$ cat src/rtl/mult_div_unit.sv
// Multiply/divide unit for the EXE stage: two-cycle multiplier and a restoring
// divider that retires one quotient bit per cycle, with pipeline stall handshake.
module mult_div_unit #(
    parameter int DIV_ITER = 32
) (
    input  logic        clk,
    input  logic        resetn,
    input  logic        Start,
    input  logic [1:0]  Op,
    input  logic [31:0] A,
    input  logic [31:0] B,
    input  logic        Flush,
    input  logic        EXE_Wr,
    output logic        Busy,
    output logic        Result_Valid,
    output logic [31:0] Hi,
    output logic [31:0] Lo
);

    localparam int CW = $clog2(DIV_ITER + 1);

    typedef enum logic [1:0] {IDLE, MUL, DIV, DONE} state_t;

    state_t        state;
    state_t        state_next;
    logic [31:0]   a_reg;
    logic [31:0]   b_reg;
    logic          unsigned_op;
    logic [31:0]   rem;
    logic [31:0]   quo;
    logic [31:0]   divisor;
    logic          neg_q;
    logic          neg_r;
    logic          div_zero;
    logic [CW-1:0] count;

    logic [31:0]   mag_a;
    logic [31:0]   mag_b;
    logic [63:0]   ext_a;
    logic [63:0]   ext_b;
    logic [63:0]   product;
    logic [32:0]   shifted;
    logic [32:0]   diff;
    logic [31:0]   rem_next;
    logic [31:0]   quo_next;
    logic [31:0]   q_signed;
    logic [31:0]   r_signed;
    logic          last_iter;

    // Signed divide works on magnitudes; signs are reapplied on the last step.
    assign mag_a = (!Op[0] && A[31]) ? -A : A;
    assign mag_b = (!Op[0] && B[31]) ? -B : B;

    assign ext_a   = {unsigned_op ? 32'b0 : {32{a_reg[31]}}, a_reg};
    assign ext_b   = {unsigned_op ? 32'b0 : {32{b_reg[31]}}, b_reg};
    assign product = ext_a * ext_b;

    // Bit 32 of the trial subtraction is the borrow: set means restore.
    assign shifted   = {rem, quo[31]};
    assign diff      = shifted - {1'b0, divisor};
    assign rem_next  = diff[32] ? shifted[31:0] : diff[31:0];
    assign quo_next  = {quo[30:0], ~diff[32]};
    assign q_signed  = neg_q ? -quo_next : quo_next;
    assign r_signed  = neg_r ? -rem_next : rem_next;
    assign last_iter = (count == CW'(DIV_ITER - 1));

    always_ff @(posedge clk or negedge resetn) begin
        if (!resetn) begin
            state <= IDLE;
        end else begin
            state <= state_next;
        end
    end

    always_comb begin
        state_next   = state;
        Busy         = 1'b0;
        Result_Valid = 1'b0;
        case (state)
            IDLE: begin
                Busy = Start;
                if (Start) begin
                    state_next = Op[1] ? DIV : MUL;
                end
            end
            MUL: begin
                Busy       = 1'b1;
                state_next = DONE;
            end
            DIV: begin
                Busy = 1'b1;
                if (last_iter) begin
                    state_next = DONE;
                end
            end
            DONE: begin
                Result_Valid = 1'b1;
                if (EXE_Wr) begin
                    state_next = IDLE;
                end
            end
            default: state_next = IDLE;
        endcase
        // Flush overrides everything, including a same-cycle Start.
        if (Flush) begin
            state_next = IDLE;
            Busy       = 1'b0;
        end
        if (!resetn) begin
            Busy = 1'b0;
        end
    end

    always_ff @(posedge clk or negedge resetn) begin
        if (!resetn) begin
            a_reg       <= '0;
            b_reg       <= '0;
            unsigned_op <= 1'b0;
            rem         <= '0;
            quo         <= '0;
            divisor     <= '0;
            neg_q       <= 1'b0;
            neg_r       <= 1'b0;
            div_zero    <= 1'b0;
            count       <= '0;
            Hi          <= '0;
            Lo          <= '0;
        end else if (!Flush) begin
            case (state)
                IDLE: begin
                    if (Start) begin
                        a_reg       <= A;
                        b_reg       <= B;
                        unsigned_op <= Op[0];
                        rem         <= '0;
                        quo         <= mag_a;
                        divisor     <= mag_b;
                        neg_q       <= !Op[0] && (A[31] ^ B[31]);
                        neg_r       <= !Op[0] && A[31];
                        div_zero    <= (B == 32'd0);
                        count       <= '0;
                    end
                end
                MUL: begin
                    Hi <= product[63:32];
                    Lo <= product[31:0];
                end
                DIV: begin
                    rem   <= rem_next;
                    quo   <= quo_next;
                    count <= count + CW'(1);
                    if (last_iter) begin
                        // Divide-by-zero keeps full latency but returns a fixed pattern.
                        if (div_zero) begin
                            Hi <= a_reg;
                            Lo <= 32'hFFFF_FFFF;
                        end else begin
                            Hi <= r_signed;
                            Lo <= q_signed;
                        end
                    end
                end
                default: ;
            endcase
        end
    end

endmodule

$ cat config.mk
export PLATFORM = sky130hd
export DESIGN_NAME = mult_div_unit
export DESIGN_NICKNAME = d
export VERILOG_FILES = /design/src/rtl/mult_div_unit.sv
export SDC_FILE = /design/constraint.sdc
export NUM_CORES = 2
export LEC_CHECK = 0
export CORE_UTILIZATION = 66
export DETAILED_ROUTE_END_ITERATION = 16
export PLACE_DENSITY = 0.84
export SLEW_MARGIN = 20
export SYNTH_ARGS = -nofsm -noshare
export SYNTH_HDL_FRONTEND = slang
export SYNTH_SLANG_ARGS = --single-unit
$ cat constraint.sdc
create_clock -name clk -period 10.65 [get_ports clk]
set_input_delay 2.13 -clock clk [delete_from_list [all_inputs] [get_ports clk]]
set_output_delay 2.13 -clock clk [all_outputs]
set_load 0.02 [all_outputs]
==> summary.txt <==
Status: completed
CTS buffer count: 26
Routed vias: 48,200
Postcts setup bufs: 0
Fill cells: 7,020
Wire length on met3: 17.7 mm
Starting Density: 0.668
DRT met1 WL: 65.3 mm
IO buf count: 136
Worst Path Buf+Inv: 8
Main combinational cell family by area after synthesis: adder cells
Largest fanout on the critical path: 16
RSZ-0062 raised after global routing: no
Hold Buf Count CTS: 0
Worst-Margin Slew: 1.27 ns
Worst Path Class, Setup: reg2reg
WL final: 184 mm
Pin count of the biggest net entering global routing: 105
Worst endpoint required time: 11.12 ns
Max_cap viols: 0
Fraction of layout cells with a size suffix above 1: 0.0336
CTS tree: yes
Top-area cell type share of the netlist area: 0.455
Avg Vias per Cell: 5.94
Post-synth EDFFs: 0
Max Used Layer: met5
First-pass GRT wire length: 291 mm
Final hold vios: 0
Die Y: 310 µm
Die Width: 310 µm
RePlAce Congestion: 1.02
Post-Route Setup TNS: 0 ns
Asr flop ratio synth: 1.00
Drt first-iter violations: 4,500
XOR/XNOR Fraction of Synth Area: 0.0366
Compound-cell area share of the yosys netlist: 0.0758
Finished Cell Area: 0.0660 mm²
# rows: 112
Multiplexer share of the synthesized area: 0.00407
Element type at the critical path start: flip-flop
Die ar.: 0.0958 mm²
DP Wirelength: 151 mm
Vias in the first global route: 52,200
Syn Nets: 8,732
Core Area: 0.0935 mm²
Post-Syn Instances: 6,893
Simple-gate portion of the synthesized area: 0.147
Drt drc: 0
Final setup viols: 0
Clk_skew: 0.0269 ns
GRT overflow: 0
Dpl cells: 8,061
CTS Sinks: 235
Synth area leader: fa_1
# resized after CTS: 0
Worst-path clk slew: 0.07 ns
Syn. warnings: 0
P&R area growth vs syn: 5.70%
DR WL met2: 86.1 mm
Clock Latency Late Sink: 0.57 ns
Post-DP Area: 0.0650 mm²
CTS root buffer: clkbuf_16
H-tree depth: 1
Fin Hold WS: 0.479 ns
Area of the mapped netlist: 0.0624 mm²
Pre-antenna DRT Iters: 6
Finished Layout Cells: 8,109
Initial antenna violation count: 2
Total global-route track usage: 0.405
Final Max Tran Viols: 0
Post-synthesis share of cell area spent on full adders, half adders and majority gates: 0.526
Post-synthesis sequential area ratio: 0.0942
Minimum clock period: 10.34 ns
Crit share post-route: 0.971
Mean post-synth cell area: 9.05 µm²
Routed len/inst: 22.7 µm
Critical Path Max Stage Delay: 1.18 ns
HP Class: reg2reg
Crit path arrival time: 10.82 ns
Setup crit end kind: flip-flop
IO Pins: 137
Most used cell, CP: fa_1
Slew HR: 0.156
Post-route ant nets: 0
CP top delay family: adder cells
Crit-path slowest cell: dfrtp_1
Max frequency: 96.7 MHz
Ys flop type: dfrtp_1
Yosys cell types: 90
Clock Tree Buf Depth: 3
Area contributors post-synth: fa_1 (46%), inv_1 (9.5%), dfrtp_1 (9.4%)
Number of synthesized register bits: 235
# nets final: 8,674
area by class of cell:
type | count | area [µm²] | area share
diodes | 1 | 2.50 | 0.0000379
clock buffers | 32 | 724 | 0.0110
clock inverters | 15 | 196 | 0.00298
inverters | 1582 | 5940 | 0.0900
multi-input cells | 4721 | 49300 | 0.747
flip-flops and latches | 235 | 5900 | 0.0894
well taps | 1254 | 1570 | 0.0238
repair buffers | 269 | 2360 | 0.0358
per-stage QoR:
step,worst slack [ns],util
2_1_floorplan,1.13,-
3_3_place_gp,0.766,0.696
3_5_place_dp,0.577,0.696
4_1_cts,0.539,0.706
5_1_grt,0.0955,0.706
6_report,0.308,0.706
worst reg2reg max path, delay by kind of cell (launching register included):
| family | cells | cell delay, ns |
|---|---|---|
| fa+ha+maj | 11 | 5.20 |
| compound gates | 9 | 2.25 |
| flops | 1 | 1.18 |
| simple gates | 4 | 0.78 |
| buf+inv | 8 | 0.71 |
| xor+xnor | 1 | 0.16 |
cell usage in the layout, fill, tap and decap left out, types with 24 or more instances in the layout:
cell | synthesis | final
nor2_1 | 149 | 148
o22ai_1 | 31 | 31
a21oi_1 | 197 | 197
a21o_1 | 59 | 58
clkdlybuf4s50_1 | 0 | 135
nand4_1 | 26 | 26
and2_1 | 588 | 588
dfrtp_1 | 235 | 223
nor3_1 | 31 | 31
xor2_1 | 80 | 80
o31ai_1 | 25 | 25
fa_1 | 1420 | 1420
nand3_1 | 24 | 24
nand2_1 | 950 | 949
buf_4 | 2 | 133
o21ai_0 | 249 | 249
inv_1 | 1581 | 1581
xnor2_1 | 181 | 181
ha_1 | 348 | 347
clkbuf_16 | 0 | 27
Yosys cell counts (31+ instances only):
library cell / count
nor3_1: 31
nand2_1: 950
dfrtp_1: 235
o22ai_1: 31
a21o_1: 59
and2_1: 588
inv_1: 1581
nor2_1: 149
xnor2_1: 181
a21oi_1: 197
xor2_1: 80
ha_1: 348
clkbuf_1: 323
o21ai_0: 249
fa_1: 1420
cells by family (layout without fill, tap and decap cells):
kind of cell,after synthesis,in the layout
compound gates,761,761
flops,235,235
buf+inv,1937,1898
mux,25,25
simple gates,1904,1904
xor+xnor,261,261
other cells,0,1
fa+ha+maj,1770,1770
worst paths after layout:
kind	from	endpoint	slack, ns	depth (start not counted)
max reg2reg	b_reg[15]	Hi[30]	0.31	33
max in group asynchronous	resetn	a_reg[15]	7.46	2
max	b_reg[15]	Hi[30]	0.31	33
min	Lo[8]	Lo[8]	0.48	2
min in group asynchronous	resetn	count[0]	1.59	1
min reg2reg	Lo[8]	Lo[8]	0.48	2
layer usage:
layer,GRT usage,vias up
li1,-,20400
met1,0.507,24400
met3,0.0814,710
met5,0,-
met4,0.276,2
met2,0.638,2644
Power is left out: the tool's default activity adds up to more than one toggle a clock period on the data nets, which glitch-free logic cannot reach.
